**src/rtl/multicycle_control_unit.sv**
```systemverilog
// multicycle_control_unit: fetch/decode/execute/memory/writeback sequencer with trap and retire counting
module multicycle_control_unit #(
  parameter int MEM_TIMEOUT = 16,
  parameter int CNT_WIDTH = 64
) (
  input  logic                 clk,
  input  logic                 reset,
  input  logic [6:0]           opcode,
  input  logic                 branch_taken,
  input  logic                 imem_ready,
  input  logic                 dmem_ready,
  output logic                 imem_req,
  output logic                 dmem_req,
  output logic                 dmem_we,
  output logic                 ir_write,
  output logic                 pc_write,
  output logic                 pc_branch,
  output logic                 alu_src_imm,
  output logic [1:0]           alu_op,
  output logic                 reg_write,
  output logic                 mem_to_reg,
  output logic                 trap,
  output logic [1:0]           trap_cause,
  output logic [CNT_WIDTH-1:0] retired
);
  typedef enum logic [2:0] {IDLE, FETCH, DECODE, EXEC, MEM, WB, TRAP} state_t;
  state_t state, state_nx;
  logic [31:0] wait_cnt;
  logic is_r, is_i, is_ld, is_st, is_br, is_mem, legal, waiting, timeout, retire;
  assign is_r = opcode == 7'b0110011;
  assign is_i = opcode == 7'b0010011;
  assign is_ld = opcode == 7'b0000011;
  assign is_st = opcode == 7'b0100011;
  assign is_br = opcode == 7'b1100011;
  assign is_mem = is_ld || is_st;
  assign legal = is_r || is_i || is_mem || is_br;
  assign waiting = (state == FETCH && !imem_ready) || (state == MEM && !dmem_ready);
  // this wait cycle is the MEM_TIMEOUT-th one; a ready in the same cycle is not a wait and wins
  assign timeout = waiting && MEM_TIMEOUT != 0 && wait_cnt >= 32'(MEM_TIMEOUT - 1);
  assign retire = (state == EXEC && is_br) || (state == MEM && dmem_ready && is_st) || state == WB;
  // next-state and per-state control strobes
  always_comb begin
    state_nx = state;
    imem_req = 1'b0;
    dmem_req = 1'b0;
    dmem_we = 1'b0;
    ir_write = 1'b0;
    pc_write = 1'b0;
    pc_branch = 1'b0;
    alu_src_imm = 1'b0;
    alu_op = 2'b00;
    reg_write = 1'b0;
    mem_to_reg = 1'b0;
    case (state)
      IDLE: state_nx = FETCH;
      FETCH: begin
        imem_req = 1'b1;
        ir_write = imem_ready;
        pc_write = imem_ready;
        state_nx = imem_ready ? DECODE : timeout ? TRAP : FETCH;
      end
      DECODE: state_nx = legal ? EXEC : TRAP;
      EXEC: begin
        alu_op = is_br ? 2'b01 : is_mem ? 2'b00 : 2'b10;
        alu_src_imm = is_i || is_mem;
        pc_write = is_br && branch_taken;
        pc_branch = is_br && branch_taken;
        state_nx = is_br ? FETCH : is_mem ? MEM : WB;
      end
      MEM: begin
        dmem_req = 1'b1;
        dmem_we = is_st;
        state_nx = dmem_ready ? (is_st ? FETCH : WB) : timeout ? TRAP : MEM;
      end
      WB: begin
        reg_write = 1'b1;
        mem_to_reg = is_ld;
        state_nx = FETCH;
      end
      default: state_nx = state;
    endcase
  end
  // state, wait counter, sticky trap and retire counter
  always_ff @(posedge clk) begin
    if (reset) begin
      state <= IDLE;
      wait_cnt <= '0;
      trap <= 1'b0;
      trap_cause <= 2'b00;
      retired <= '0;
    end else begin
      state <= state_nx;
      wait_cnt <= (state_nx != state) ? '0 : waiting ? wait_cnt + 32'd1 : wait_cnt;
      retired <= retired + CNT_WIDTH'(retire);
      if (state_nx == TRAP && state != TRAP) begin
        trap <= 1'b1;
        trap_cause <= (state == DECODE) ? 2'b01 : 2'b10;
      end
    end
  end
endmodule

```
**config.mk**
```make
export PLATFORM = sky130hd
export DESIGN_NAME = multicycle_control_unit
export DESIGN_NICKNAME = d
export VERILOG_FILES = /design/src/rtl/multicycle_control_unit.sv
export SDC_FILE = /design/constraint.sdc
export NUM_CORES = 1
export LEC_CHECK = 0
export ABC_AREA = 1
export CAP_MARGIN = 0
export CORE_AREA = 5 5 109 111
export CTS_CLUSTER_DIAMETER = 30
export DETAILED_ROUTE_END_ITERATION = 7
export DIE_AREA = 0 0 114 116
export DONT_BUFFER_PORTS = 1
export PLACE_DENSITY = 0.77
export SLEW_MARGIN = 0
export SYNTH_ARGS = -nofsm -noshare
export SYNTH_HDL_FRONTEND = slang
export SYNTH_SLANG_ARGS = --single-unit
```
**constraint.sdc**
```tcl
create_clock -name clk -period 3.4 [get_ports clk]
set_input_delay 0.68 -clock clk [delete_from_list [all_inputs] [get_ports clk]]
set_output_delay 0.68 -clock clk [all_outputs]
set_load 0.05 [all_outputs]
```
==> results of run 1 <==
[stage by stage]
stage	std cells	utilization, %	hold WS [ns]
after global placement	1068	58.3	0.491
after floorplan	898	-	0.477
after global routing	1084	60.5	0.330
after detailed placement	1068	58.3	0.504
final	1084	60.5	0.357
after CTS	1084	60.5	0.337
[worst max path at each step]
stage	depth (start not counted)	to	slack [ns]	start
3_5_place_dp	14	retired[62]	0.35	opcode[4]
6_report	11	retired[62]	0.46	state[1]
4_1_cts	13	retired[48]	0.52	state[1]
5_1_grt	16	retired[51]	0.20	state[1]
2_1_floorplan	18	retired[60]	0.03	opcode[2]
3_3_place_gp	16	retired[56]	0.43	opcode[2]
[placed cells by master (no fill, tap or decap), types with 3 or more instances in the layout]
cell | netlist | layout
sky130_fd_sc_hd__nand2_1 | 192 | 192
sky130_fd_sc_hd__nor2_1 | 186 | 186
sky130_fd_sc_hd__inv_1 | 110 | 110
sky130_fd_sc_hd__dfxtp_1 | 102 | 102
sky130_fd_sc_hd__a21oi_1 | 49 | 49
sky130_fd_sc_hd__nand3_1 | 47 | 47
sky130_fd_sc_hd__buf_4 | 1 | 42
sky130_fd_sc_hd__nor3_1 | 42 | 39
sky130_fd_sc_hd__nand4_1 | 32 | 32
sky130_fd_sc_hd__xor2_1 | 26 | 26
sky130_fd_sc_hd__o21ai_0 | 17 | 17
sky130_fd_sc_hd__or2_2 | 16 | 16
sky130_fd_sc_hd__xnor2_1 | 10 | 10
sky130_fd_sc_hd__clkbuf_8 | 0 | 10
sky130_fd_sc_hd__nor4_1 | 10 | 9
sky130_fd_sc_hd__nor3_2 | 4 | 7
sky130_fd_sc_hd__nand2_2 | 5 | 5
sky130_fd_sc_hd__nor2_2 | 5 | 5
sky130_fd_sc_hd__nor3b_1 | 5 | 5
sky130_fd_sc_hd__o21a_1 | 5 | 5
sky130_fd_sc_hd__nor2_4 | 4 | 4
sky130_fd_sc_hd__ha_1 | 3 | 3
[logic make-up after synthesis]
group | synth area share [%]
simple gates | 43.1
buf+inv | 8.61
flops | 35.2
compound gates | 6.99
xor+xnor | 5.44
fa+ha+maj | 0.647
[power breakdown]
group	switching [uW]	internal [uW]	total (uW)
Combinational	242	88.0	330
Sequential	50.8	1210	1260
Clock	450	440	890
Total	743	1740	2480
[cell usage after synthesis (all sizes together) (3+ instances only)]
cell type and n:
nand2 198, nor2 195, inv 112, dfxtp 102
a21oi 49, nand3 47, nor3 47, nand4 34
xor2 26, o21ai 17, or2 17, nor4 10
xnor2 10, buf 7, clkbuf 5, nor3b 5
o21a 5, ha 3
[cell type report]
class	instances	area, sq um
fill	1049	4230
multi-input combinational	672	3290
sequential	102	2040
inverter	112	420
timing repair buffer	42	315
tap	140	175
clock buffer	10	138
clock inverter	6	93.8
[registers in the layout, indices dropped and copies added, names as in the netlist]
name / cells
wait_cnt: 32
trap: 1
retired: 64
trap_cause: 2
state: 3
[critical path, stage by stage, from the launching register on]
cell and delay [ns]:
sky130_fd_sc_hd__dfxtp_1 0.54, sky130_fd_sc_hd__inv_1 0.15, sky130_fd_sc_hd__nor2_2 0.24, sky130_fd_sc_hd__nand3_1 0.16, sky130_fd_sc_hd__nand3_1 0.12, sky130_fd_sc_hd__ha_1 0.22
sky130_fd_sc_hd__ha_1 0.26, sky130_fd_sc_hd__nand2_1 0.15, sky130_fd_sc_hd__nor4_1 0.69, sky130_fd_sc_hd__nand3_1 0.16, sky130_fd_sc_hd__nand2_1 0.10, sky130_fd_sc_hd__a21oi_1 0.06
[per-layer routing]
layer / GRT usage (%) / up-vias / share of wire [%] / routed length (um)
li1: - / 2957 / - / -
met1: 28.4 / 2614 / 41 / 6590
met2: 43.3 / 189 / 48 / 7750
met3: 6.79 / 29 / 7.8 / 1250
met4: 9.90 / 0 / 2.8 / 453
met5: 0 / - / 0 / 0
==> flow_summary.toml, run 1 <==
[place]
place_worst_setup_slack_ns = 0.354
hpwl_um = 12600
numPortBuffers = 0
place.gp.congestion = 0.949
placedInstanceArea_sq_mm = 0.00624

[hold_path]
hold_path_end = "retired[0]"
hold_class = "in2reg"
worst_hold_path_depth = 1
startpoint_of_the_most_critical_hold_path = "reset"

[logic_synthesis]
yosys.area.top_type = "sky130_fd_sc_hd__dfxtp_1"
number_of_nets_in_the_synthesized_netlist = 913
number_of_enable_flip_flop_cells_after_synthesis = 0
netlist.area_leader.share_pct = 35.2
synth_cell_types = 35
synth.yosys.seq_area_share_pct = 35.2
ys_warn_count = 0
postSynthRegisterBits = 102
post_synth_instance_area_sq_mm = 0.00580
post_synth_main_area_contributors = "sky130_fd_sc_hd__dfxtp_1 (35%), sky130_fd_sc_hd__nand2_1 (12%), sky130_fd_sc_hd__nor2_1 (12%)"
postSynth.topFlopCell = "sky130_fd_sc_hd__dfxtp_1"
asyncSetResetFlopFracSynth_pct = 0
synth.avg_cell_area_sq_um = 6.46
syn-instance-count = 898

[grt]
maximum_number_of_pins_on_one_net_before_global_route_repair = 58
grt_antenna_before_repair = 0
grt_overflow = 0
wire_length_of_the_first_global_routing_pass_um = 26000
grtUsageTotal_pct = 24.7
first_global_vias = 5444

[power]
powerDensity_mw_per_mm2 = 384
ir_drop_mv = 0.218
leakage_component_of_the_power_uw = 0.00234
post-layout-total-power_uw = 2480

[worst_setup_path]
regToRegStartpoint = "state[1]"
cp-start-kind = "register"
regToRegSetupSlack_ns = 0.46
crit_arrival_ns = 3.24
timing.critical_path.fanout_max = 7
critPathCaptureType = "register"
worst_reg2reg_path_depth = 11
crit_required_ns = 3.69
rr_endpoint = "retired[62]"
crit_type = "reg2reg"

[timing]
headroom_to_the_max_slew_limit_pct = 49.7
setup_slack_ns = 0.455
report.final.slew_viol_count = 0
finClkSkew_ns = 0.0120
final_critical_path_required_period_ns = 2.94
fmax_ghz = 0.340
count_of_endpoints_failing_setup_in_the_final_report = 0
worst_pin_slew_ns = 0.754
min_period_over_period_pct = 86.6
finalSetupTns_ns = 0
hold_viol_final = 0
unrepaired_setup_endpoints_after_global_routing = "no"

[floorplanning]
dieWidth_um = 114
die_h_um = 116
floorplan.io_pins = 90
start_util_pct = 54.2
core_area_sq_mm = 0.0107
rows = 38
die-area_sq_mm = 0.0132

[drt]
drt_drc_violations_left = 0
wl_per_cell_um = 14.8
detailedRoute.firstPassIterationCount = 5
routed_via_density = 5.34
detail_route.wirelength_um = 16000
first_iter_violations = 474
route.antenna.remaining_nets = 0
detailroute.via_count = 5789

[clock_network]
clkSlewWorstSetupHoldPaths_ns = 0.10
holdBufCountCts = 0
numClockSinks = 102
clock_tree.htree_level_count = 3
clock_tree.root_cell = "sky130_fd_sc_hd__clkbuf_8"
tritoncts = "done"
clock_path_buffers = 2
gates_resized_cts_repair = 0
cts_setup_buffers = 0
cts_buffer_count = 9
clock_latency_on_the_worst_skew_pair_ns = 0.39

[cells_and_area]
post_route_cells_drive_above_1_share_pct = 10.8
design_area_sq_mm = 0.00647
area_growth_synth_to_finish_pct = 11.6
layout.nets = 954
antenna_cells_inserted = 0

[outcome]
outcome = "finished, final reports clean"

[job]
max_cap_violations = 0
No activity file was read; power rests on OpenSTA's default activity.
==> inputs of run 2 (changes only) <==
--- a/config.mk
+++ b/config.mk
@@ -7,12 +7,12 @@
 export LEC_CHECK = 0
 export ABC_AREA = 1
 export CAP_MARGIN = 0
-export CORE_AREA = 5 5 109 111
+export CORE_AREA = 5 5 146 148
 export CTS_CLUSTER_DIAMETER = 30
 export DETAILED_ROUTE_END_ITERATION = 7
-export DIE_AREA = 0 0 114 116
+export DIE_AREA = 0 0 151 153
 export DONT_BUFFER_PORTS = 1
-export PLACE_DENSITY = 0.77
+export PLACE_DENSITY = 0.52
 export SLEW_MARGIN = 0
 export SYNTH_ARGS = -nofsm -noshare
 export SYNTH_HDL_FRONTEND = slang
==> constraint.sdc (replaced) <==
create_clock -name clk -period 2.7 [get_ports clk]
set_input_delay 0.54 -clock clk [delete_from_list [all_inputs] [get_ports clk]]
set_output_delay 0.54 -clock clk [all_outputs]
set_load 0.05 [all_outputs]
==> run 2 against run 1 <==
Sequential share of layout area decreased by 3.5 points; hold slack got worse by 0.097 ns; maximum frequency increased by 20%; clock power increased by 43%; flip-flop and latch count unchanged; critical endpoint is now retired[58]; highest routed layer unchanged.
==> flow_summary.toml, run 2 (same netlist as run 1, synthesis figures left out) <==
[drt]
detailedRoute.firstPassIterationCount = 5
first_iter_violations = 316
route.antenna.remaining_nets = 0
wl_per_cell_um = 14.2
detailroute.via_count = 5905
routed_via_density = 4.63
drt_drc_violations_left = 0
detail_route.wirelength_um = 18100

[timing]
min_period_over_period_pct = 91.2
report.final.slew_viol_count = 0
fmax_ghz = 0.406
hold_viol_final = 0
unrepaired_setup_endpoints_after_global_routing = "no"
finClkSkew_ns = 0.0148
finalSetupTns_ns = 0
count_of_endpoints_failing_setup_in_the_final_report = 0
worst_pin_slew_ns = 0.571
headroom_to_the_max_slew_limit_pct = 61.9
final_critical_path_required_period_ns = 2.46

[power]
leakage_component_of_the_power_uw = 0.00271
ir_drop_mv = 0.280
powerDensity_mw_per_mm2 = 459

[floorplanning]
floorplan.io_pins = 90
start_util_pct = 29.1
die_h_um = 153
die-area_sq_mm = 0.0231
core_area_sq_mm = 0.0199
rows = 52
dieWidth_um = 151

[place]
place.detailed.instances = 1260
hpwl_um = 14600
place.gp.congestion = 0.897
numPortBuffers = 0

[clock_network]
numClockSinks = 102
clock_tree.htree_level_count = 3
clock_tree.root_cell = "sky130_fd_sc_hd__clkbuf_16"
clock_path_buffers = 2
clkSlewWorstSetupHoldPaths_ns = 0.08
clock_latency_on_the_worst_skew_pair_ns = 0.36
cts_buffer_count = 9
tritoncts = "done"
holdBufCountCts = 0

[worst_setup_path]
crit_arrival_ns = 2.75
crit_path_max_incr_delay_ns = 0.44
timing.critical_path.fanout_max = 7
cp-start-kind = "register"
crit_type = "reg2reg"
regToRegStartpoint = "state[1]"
delay_heaviest_family_cp = "simple AND/OR/NAND/NOR gates"
worst_path_max_delay_cell = "sky130_fd_sc_hd__dfxtp_2"
path_common_cell = "sky130_fd_sc_hd__nand3_1"
cp_cell_sequence = "inv_1, nor2_2, nand3_1, nand3_1, ha_4, ha_4, buf_4, nand3_1, nor3_4, nand4_1, or2_2, a21oi_1"
crit_required_ns = 2.99
critPathCaptureType = "register"
startpoint = "state[1]"
worst-path-buf-inv = 2

[grt]
grt_overflow = 0
wire_length_of_the_first_global_routing_pass_um = 28900
first_global_vias = 5543
grt_antenna_before_repair = 0
maximum_number_of_pins_on_one_net_before_global_route_repair = 58
grtUsageTotal_pct = 15.7

[cells_and_area]
top_register = "retired"
post_route_cells_drive_above_1_share_pct = 18.8
post_layout_nonfiller_instances = 1276
finish.utilization_pct = 36.6
area_growth_synth_to_finish_pct = 25.7
top_regs = "retired (64), wait_cnt (32), state (3)"
antenna_cells_inserted = 0
layout.nets = 1016
final_common_cell = "sky130_fd_sc_hd__nand2_1"
largest_register_ffs = 64
layout.cells.most_common_list = "sky130_fd_sc_hd__nand2_1 (188), sky130_fd_sc_hd__nor2_1 (180), sky130_fd_sc_hd__inv_1 (105)"

[outcome]
outcome = "finished, final reports clean"

[job]
max_cap_violations = 0

[hold_path]
startpoint_of_the_most_critical_hold_path = "reset"
hold_class = "in2reg"
==> run 2: area by class of cell <==
| type | count | area [sq um] |
|---|---|---|
| Fill cell | 2158 | 12600 |
| Clock inverter | 7 | 55.1 |
| Clock buffer | 9 | 225 |
| Multi-Input combinational cell | 672 | 3390 |
| Sequential cell | 102 | 2050 |
| Tap cell | 270 | 338 |
| Timing Repair Buffer | 104 | 793 |
| Inverter | 112 | 438 |
==> run 2: through the flow <==
stage                     total power (uW)  hold slack (ns)  instance area [sq um]  setup slack (ns)
after detailed placement              2110            0.484                   7000            -0.117
after floorplan                       2010            0.477                   5940            -0.436
final                                 3350            0.261                   7290             0.237
after CTS                             3400            0.244                   7280            0.0639
after global placement                2110            0.488                   7000            -0.110
after global routing                  3520            0.246                   7290            0.0332
==> run 2: worst paths after layout <==
kind                 end  slack, ns  depth (start not counted)
max          retired[58]       0.24                         12
min          retired[63]       0.26                          1
min reg2reg  retired[23]       0.51                          1
max reg2reg  retired[58]       0.24                         12
==> run 2: where the power goes <==
group | total, uW | leakage (uW) | internal [uW] | switching (uW)
logic | 492 | 0.00176 | 153 | 339
clock network | 1270 | 0.000133 | 636 | 637
registers | 1580 | 0.000823 | 1530 | 52.4
==> run 2: timing repair <==
action	CTS	global route
setup buffers	0	0
endpoints found under the hold margin	0	0
endpoints found under the setup margin	0	16
gates resized for setup	0	4
==> run 2: layer usage <==
layer,GRT usage [%],routed length (um),up-vias
li1,-,-,3100
met1,19.9,8150,2667
met2,26.6,8710,118
met3,3.55,884,20
met4,4.27,344,0
met5,0,0,-
